## config.mk

```make
export PLATFORM = sky130hd
export DESIGN_NAME = demux_stream
export DESIGN_NICKNAME = d
export VERILOG_FILES = /design/src/rtl/demux_stream_pkg.sv /design/src/rtl/demux_stream_slot.sv /design/src/rtl/demux_stream.sv
export SDC_FILE = /design/constraint.sdc
export NUM_CORES = 1
export LEC_CHECK = 0
export CORE_AREA = 2 2 99 101
export DETAILED_ROUTE_END_ITERATION = 16
export DIE_AREA = 0 0 101 103
export SLEW_MARGIN = 20
export SYNTH_ARGS = -nofsm -noshare
export SYNTH_HDL_FRONTEND = slang
export SYNTH_SLANG_ARGS = --single-unit
export TNS_END_PERCENT = 30
```

## constraint.sdc

```tcl
create_clock -name i_clock -period 2.6 [get_ports i_clock]
set_input_delay 0.26 -clock i_clock [delete_from_list [all_inputs] [get_ports i_clock]]
set_output_delay 0.26 -clock i_clock [all_outputs]
set_load 0.01 [all_outputs]
```

## src/rtl/demux_stream_pkg.sv

```systemverilog
// Shared encodings for the 1:2 stream demultiplexer: selector values and slot states.
package demux_stream_pkg;

    localparam logic SEL_A = 1'b0;
    localparam logic SEL_B = 1'b1;

    typedef enum logic {
        EMPTY = 1'b0,
        FULL  = 1'b1
    } slot_state_t;

endpackage

```

## src/rtl/demux_stream_slot.sv

```systemverilog
// One-word holding slot for a demux output channel: EMPTY/FULL FSM, data register
// and a wrapping count of delivered words.
module demux_stream_slot
    import demux_stream_pkg::*;
#(
    parameter int DATA_WIDTH  = 11,
    parameter int COUNT_WIDTH = 16
) (
    input  logic                   clk,
    input  logic                   reset,
    input  logic                   load,
    input  logic [DATA_WIDTH-1:0]  data_in,
    input  logic                   sink_ready,
    output logic                   valid,
    output logic [DATA_WIDTH-1:0]  data_out,
    output logic [COUNT_WIDTH-1:0] count,
    output logic                   can_load
);

    slot_state_t            state_r;
    logic [DATA_WIDTH-1:0]  data_r;
    logic [COUNT_WIDTH-1:0] count_r;
    logic                   drain_s;

    assign drain_s  = (state_r == FULL) && sink_ready;
    assign can_load = (state_r == EMPTY) || drain_s;

    assign valid    = (state_r == FULL);
    assign data_out = data_r;
    assign count    = count_r;

    // Slot FSM, data register and delivered-word counter; a load while draining keeps the slot FULL.
    always_ff @(posedge clk) begin
        if (reset) begin
            state_r <= EMPTY;
            data_r  <= {DATA_WIDTH{1'b0}};
            count_r <= {COUNT_WIDTH{1'b0}};
        end else begin
            case (state_r)
                EMPTY: begin
                    if (load) begin
                        state_r <= FULL;
                        data_r  <= data_in;
                    end else begin
                        state_r <= EMPTY;
                    end
                end
                FULL: begin
                    if (load) begin
                        state_r <= FULL;
                        data_r  <= data_in;
                    end else if (sink_ready) begin
                        state_r <= EMPTY;
                    end else begin
                        state_r <= FULL;
                    end
                end
                default: begin
                    state_r <= EMPTY;
                end
            endcase
            if (drain_s) begin
                count_r <= count_r + COUNT_WIDTH'(1'b1);
            end else begin
                count_r <= count_r;
            end
        end
    end

endmodule

```

## src/rtl/demux_stream.sv

```systemverilog
// Registered 1:2 stream demultiplexer: routes each accepted word to channel A or B
// according to i_selector; each channel owns an independent one-word slot.
module demux_stream
    import demux_stream_pkg::*;
#(
    parameter int INPUT_OUTPUT_LENGTH = 11,
    parameter int COUNTER_LENGTH      = 16
) (
    input  logic                           i_clock,
    input  logic                           i_reset,
    input  logic [INPUT_OUTPUT_LENGTH-1:0] i_data,
    input  logic                           i_selector,
    input  logic                           i_valid,
    output logic                           o_ready,
    output logic [INPUT_OUTPUT_LENGTH-1:0] o_data_A,
    output logic                           o_valid_A,
    input  logic                           i_ready_A,
    output logic [INPUT_OUTPUT_LENGTH-1:0] o_data_B,
    output logic                           o_valid_B,
    input  logic                           i_ready_B,
    output logic [COUNTER_LENGTH-1:0]      o_count_A,
    output logic [COUNTER_LENGTH-1:0]      o_count_B
);

    logic sel_a_s;
    logic can_load_a_s;
    logic can_load_b_s;
    logic ready_s;
    logic load_a_s;
    logic load_b_s;

    assign sel_a_s = (i_selector == SEL_A);

    // Input ready follows the slot addressed by the current selector, held low during reset.
    always_comb begin
        ready_s = 1'b0;
        if (i_reset) begin
            ready_s = 1'b0;
        end else if (sel_a_s) begin
            ready_s = can_load_a_s;
        end else begin
            ready_s = can_load_b_s;
        end
    end

    assign o_ready  = ready_s;
    assign load_a_s = i_valid && ready_s && sel_a_s;
    assign load_b_s = i_valid && ready_s && !sel_a_s;

    demux_stream_slot #(
        .DATA_WIDTH  (INPUT_OUTPUT_LENGTH),
        .COUNT_WIDTH (COUNTER_LENGTH)
    ) u_slot_a (
        .clk        (i_clock),
        .reset      (i_reset),
        .load       (load_a_s),
        .data_in    (i_data),
        .sink_ready (i_ready_A),
        .valid      (o_valid_A),
        .data_out   (o_data_A),
        .count      (o_count_A),
        .can_load   (can_load_a_s)
    );

    demux_stream_slot #(
        .DATA_WIDTH  (INPUT_OUTPUT_LENGTH),
        .COUNT_WIDTH (COUNTER_LENGTH)
    ) u_slot_b (
        .clk        (i_clock),
        .reset      (i_reset),
        .load       (load_b_s),
        .data_in    (i_data),
        .sink_ready (i_ready_B),
        .valid      (o_valid_B),
        .data_out   (o_data_B),
        .count      (o_count_B),
        .can_load   (can_load_b_s)
    );

endmodule

```

==> summary.txt <==
Placed design
  • Placed insts: 426
  • Dpl hpwl: 3.89 mm
  • Post-DP Area: 3140 µm²
  • Pre-CTS setup slack: 0.588 ns
  • Gp weighted congestion: 0.775
  • PortBufs: 73

STA
  • Final Worst Setup Slack: 0.600 ns
  • Final setup viols: 0
  • RSZ-0062 raised after global routing: no
  • Max transition margin: 71.4%
  • Worst Tran Pin Value: 0.429 ns
  • Final hold violations: 0
  • Final Skew: 0.00775 ns
  • Slew Viols, Final: 0
  • Achievable Freq: 0.500 GHz
  • Fin crit period: 2.00 ns
  • Setup TNS: 0 ns
  • Final period util: 76.9%

Clock network
  • Hold buffers post-CTS: 0
  • Number of CTS-inserted buffers: 5
  • Root buffer cell: clkbuf_8
  • # clock sinks: 56
  • Longest Clk Path Bufs: 2
  • Worst skew pair latency: 0.30 ns
  • Post-CTS setup buffers: 0
  • Post-CTS sizing: 0
  • CTS H-Tree Depth: 2
  • Clock Pin Slew Worst Setup and Hold Paths: 0.10 ns
  • TritonCTS clock tree: done

Worst setup path
  • Worst r2r src: u_slot_b.count[4]
  • Crit-path max FO: 5
  • CP max stage delay: 0.55 ns
  • Arr. time, crit path: 1.74 ns
  • Crit path max-delay family: buffers and inverters
  • Critical path origin: i_ready_B
  • Element type at the critical path end: output port
  • Element type at the critical path start: input port
  • Slowest-stage cell, CP: clkdlybuf4s50_1
  • Setup CP Type: in -> out
  • Worst-path cell chain: clkdlybuf4s50_1 > nand2b_1 > mux2i_1 > nor2_1 > clkdlybuf4s50_1
  • Req. time, crit path: 2.34 ns
  • CP Buf/Inv Count: 2
  • Most used cell, CP: clkdlybuf4s50_1

Power
  • Leak pwr: 1.16 nW
  • Maximum VDD drop: 0.236 mV
  • Power per cell area: 480 nW/µm²

Route
  • Via count: 1,974
  • WL final: 5.44 mm
  • Drt drc: 0
  • Via density: 4.55
  • Post-DRT Antenna Nets: 0
  • 1st-pass router iterations: 6
  • Starting DRC count in detailed routing: 37
  • Wirelength per Cell: 12.5 µm

Synth
  • #FFs+latches synth: 56
  • Post-Syn Area: 2290 µm²
  • Post-Synthesis Cells: 247
  • Post-synth cell types: 30
  • Async S/R FF share, synth: 0%
  • Post-synthesis sequential area ratio: 48.9%
  • Post-synth EDFFs: 0
  • Top-count cell post-synth: dfxtp_1
  • Area contributors post-synth: dfxtp_1, mux2i_1, nor2_1
  • Top FF cell, synth: dfxtp_1
  • Most instantiated cells after synthesis: dfxtp_1, nor2_1, mux2i_1
  • Top cell type's share of synthesized area: 48.9%
  • Syn_area_per_cell: 9.28 µm²
  • Ys Warns: 0
  • Yosys top cell by area: dfxtp_1
  • Post-Syn Nets: 266

Run status
  • Outcome: finished, final reports clean

Die
  • Core area: 9460 µm²
  • Row count: 36
  • Die Y: 103 µm
  • Die ar.: 10,400 µm²
  • Starting Density: 24.2%
  • I/O pin total: 74
  • Die width: 101 µm

Global routing
  • Grt ovf: 0
  • Global-route wire length before repair: 9.09 mm
  • Vias in the first global route: 1,928
  • GRT Total Usage: 10.8%
  • Largest net degree at the start of global routing: 35
  • Initial antenna violation count: 0

Worst hold path
  • Hold WC Path Type: in -> reg
  • Hold Path Origin: i_reset

Cells and area
  • Layout net count: 338
  • Final core utilization: 34.4%
  • Final instance area: 3250 µm²
  • Share of cells above drive strength 1: 5.00%
  • # diodes: 0
  • Non-Filler Instances: 434
  • Number of fill cells: 991
  • Synth-to-layout area growth: 41.8%

Run
  • Max Cap Violations: 0
## path summary, 6_finish.rpt
| check | to | slack (ns) | cells past startpoint |
|---|---|---|---|
| worst max-delay path | o_ready | 0.60 | 5 |
| worst min-delay path | u_slot_b.data_out[5] | 0.36 | 2 |
| worst max register to register | u_slot_b.count[14] | 0.84 | 4 |
| worst min register to register | u_slot_b.count[15] | 0.49 | 2 |
## final cells by class
class / count / area, µm² / area share (%)
Clock buffer: 5 / 68.8 / 2.12
Sequential cell: 56 / 1120 / 34.5
Timing Repair Buffer: 76 / 748 / 23.0
Clock inverter: 3 / 42.5 / 1.31
Tap cell: 114 / 143 / 4.39
Multi-Input combinational cell: 180 / 1130 / 34.7
## through the flow
step / total power, mW / hold slack (ns)
3_3_place_gp: 1.02 / 0.467
6_report: 1.56 / 0.364
3_5_place_dp: 1.02 / 0.473
5_1_grt: 1.64 / 0.384
2_1_floorplan: 0.948 / 0.400
4_1_cts: 1.60 / 0.358
## placed cells by master, fill, tap and decap left out, types with 2 or more instances in the layout
master,count
nand3_1,13
o31ai_1,5
ha_1,2
xnor2_1,7
nor4_1,2
nor2_1,43
nand2_1,13
o21ai_0,5
and4_1,3
dfxtp_1,56
clkdlybuf4s50_1,72
or4_1,5
or3_1,5
buf_4,3
and3_1,4
mux2i_1,23
nor3_1,4
a21oi_1,14
xor2_1,13
nand2b_1,2
nand4_1,9
clkbuf_8,5
## registers in the layout (all words and copies together) (netlist names)
signal	flops
u_slot_a.data_out	11
u_slot_a.valid	1
u_slot_a.count	16
u_slot_b.valid	1
u_slot_b.count	16
u_slot_b.data_out	11
## report_power, final
| part | leakage, nW | total, mW | switching [mW] | internal, mW |
|---|---|---|---|---|
| Clock | 0.0541 | 0.565 | 0.279 | 0.286 |
| Combinational | 0.654 | 0.116 | 0.0517 | 0.0640 |
| Sequential | 0.453 | 0.880 | 0.00913 | 0.871 |
| Total | 1.16 | 1.56 | 0.340 | 1.22 |
## logic make-up (layout without fill, tap and decap cells)
kind of cell,after synthesis,after routing,synth area share [%]
simple gates,111,111,24.6
flops,56,56,48.9
compound gates,24,24,5.79
mux,23,23,10.0
xor+xnor,20,20,7.64
buf+inv,11,84,1.96
fa+ha+maj,2,2,1.09
## worst register-to-register path, cell delays in order, from the launching register on
cell and delay (ns):
dfxtp_1 0.47, nand4_2 0.16, or2_0 0.36, or4_1 0.53
a21oi_1 0.17
## metal layers
layer	GRT usage, %	share of wire (%)	routed length [µm]
met5	0	0	0
met1	13.9	48	2620
met2	17.1	43	2330
met4	2.81	0.77	42
met3	4.27	8.2	445
No activity file was read; power rests on OpenSTA's default activity.
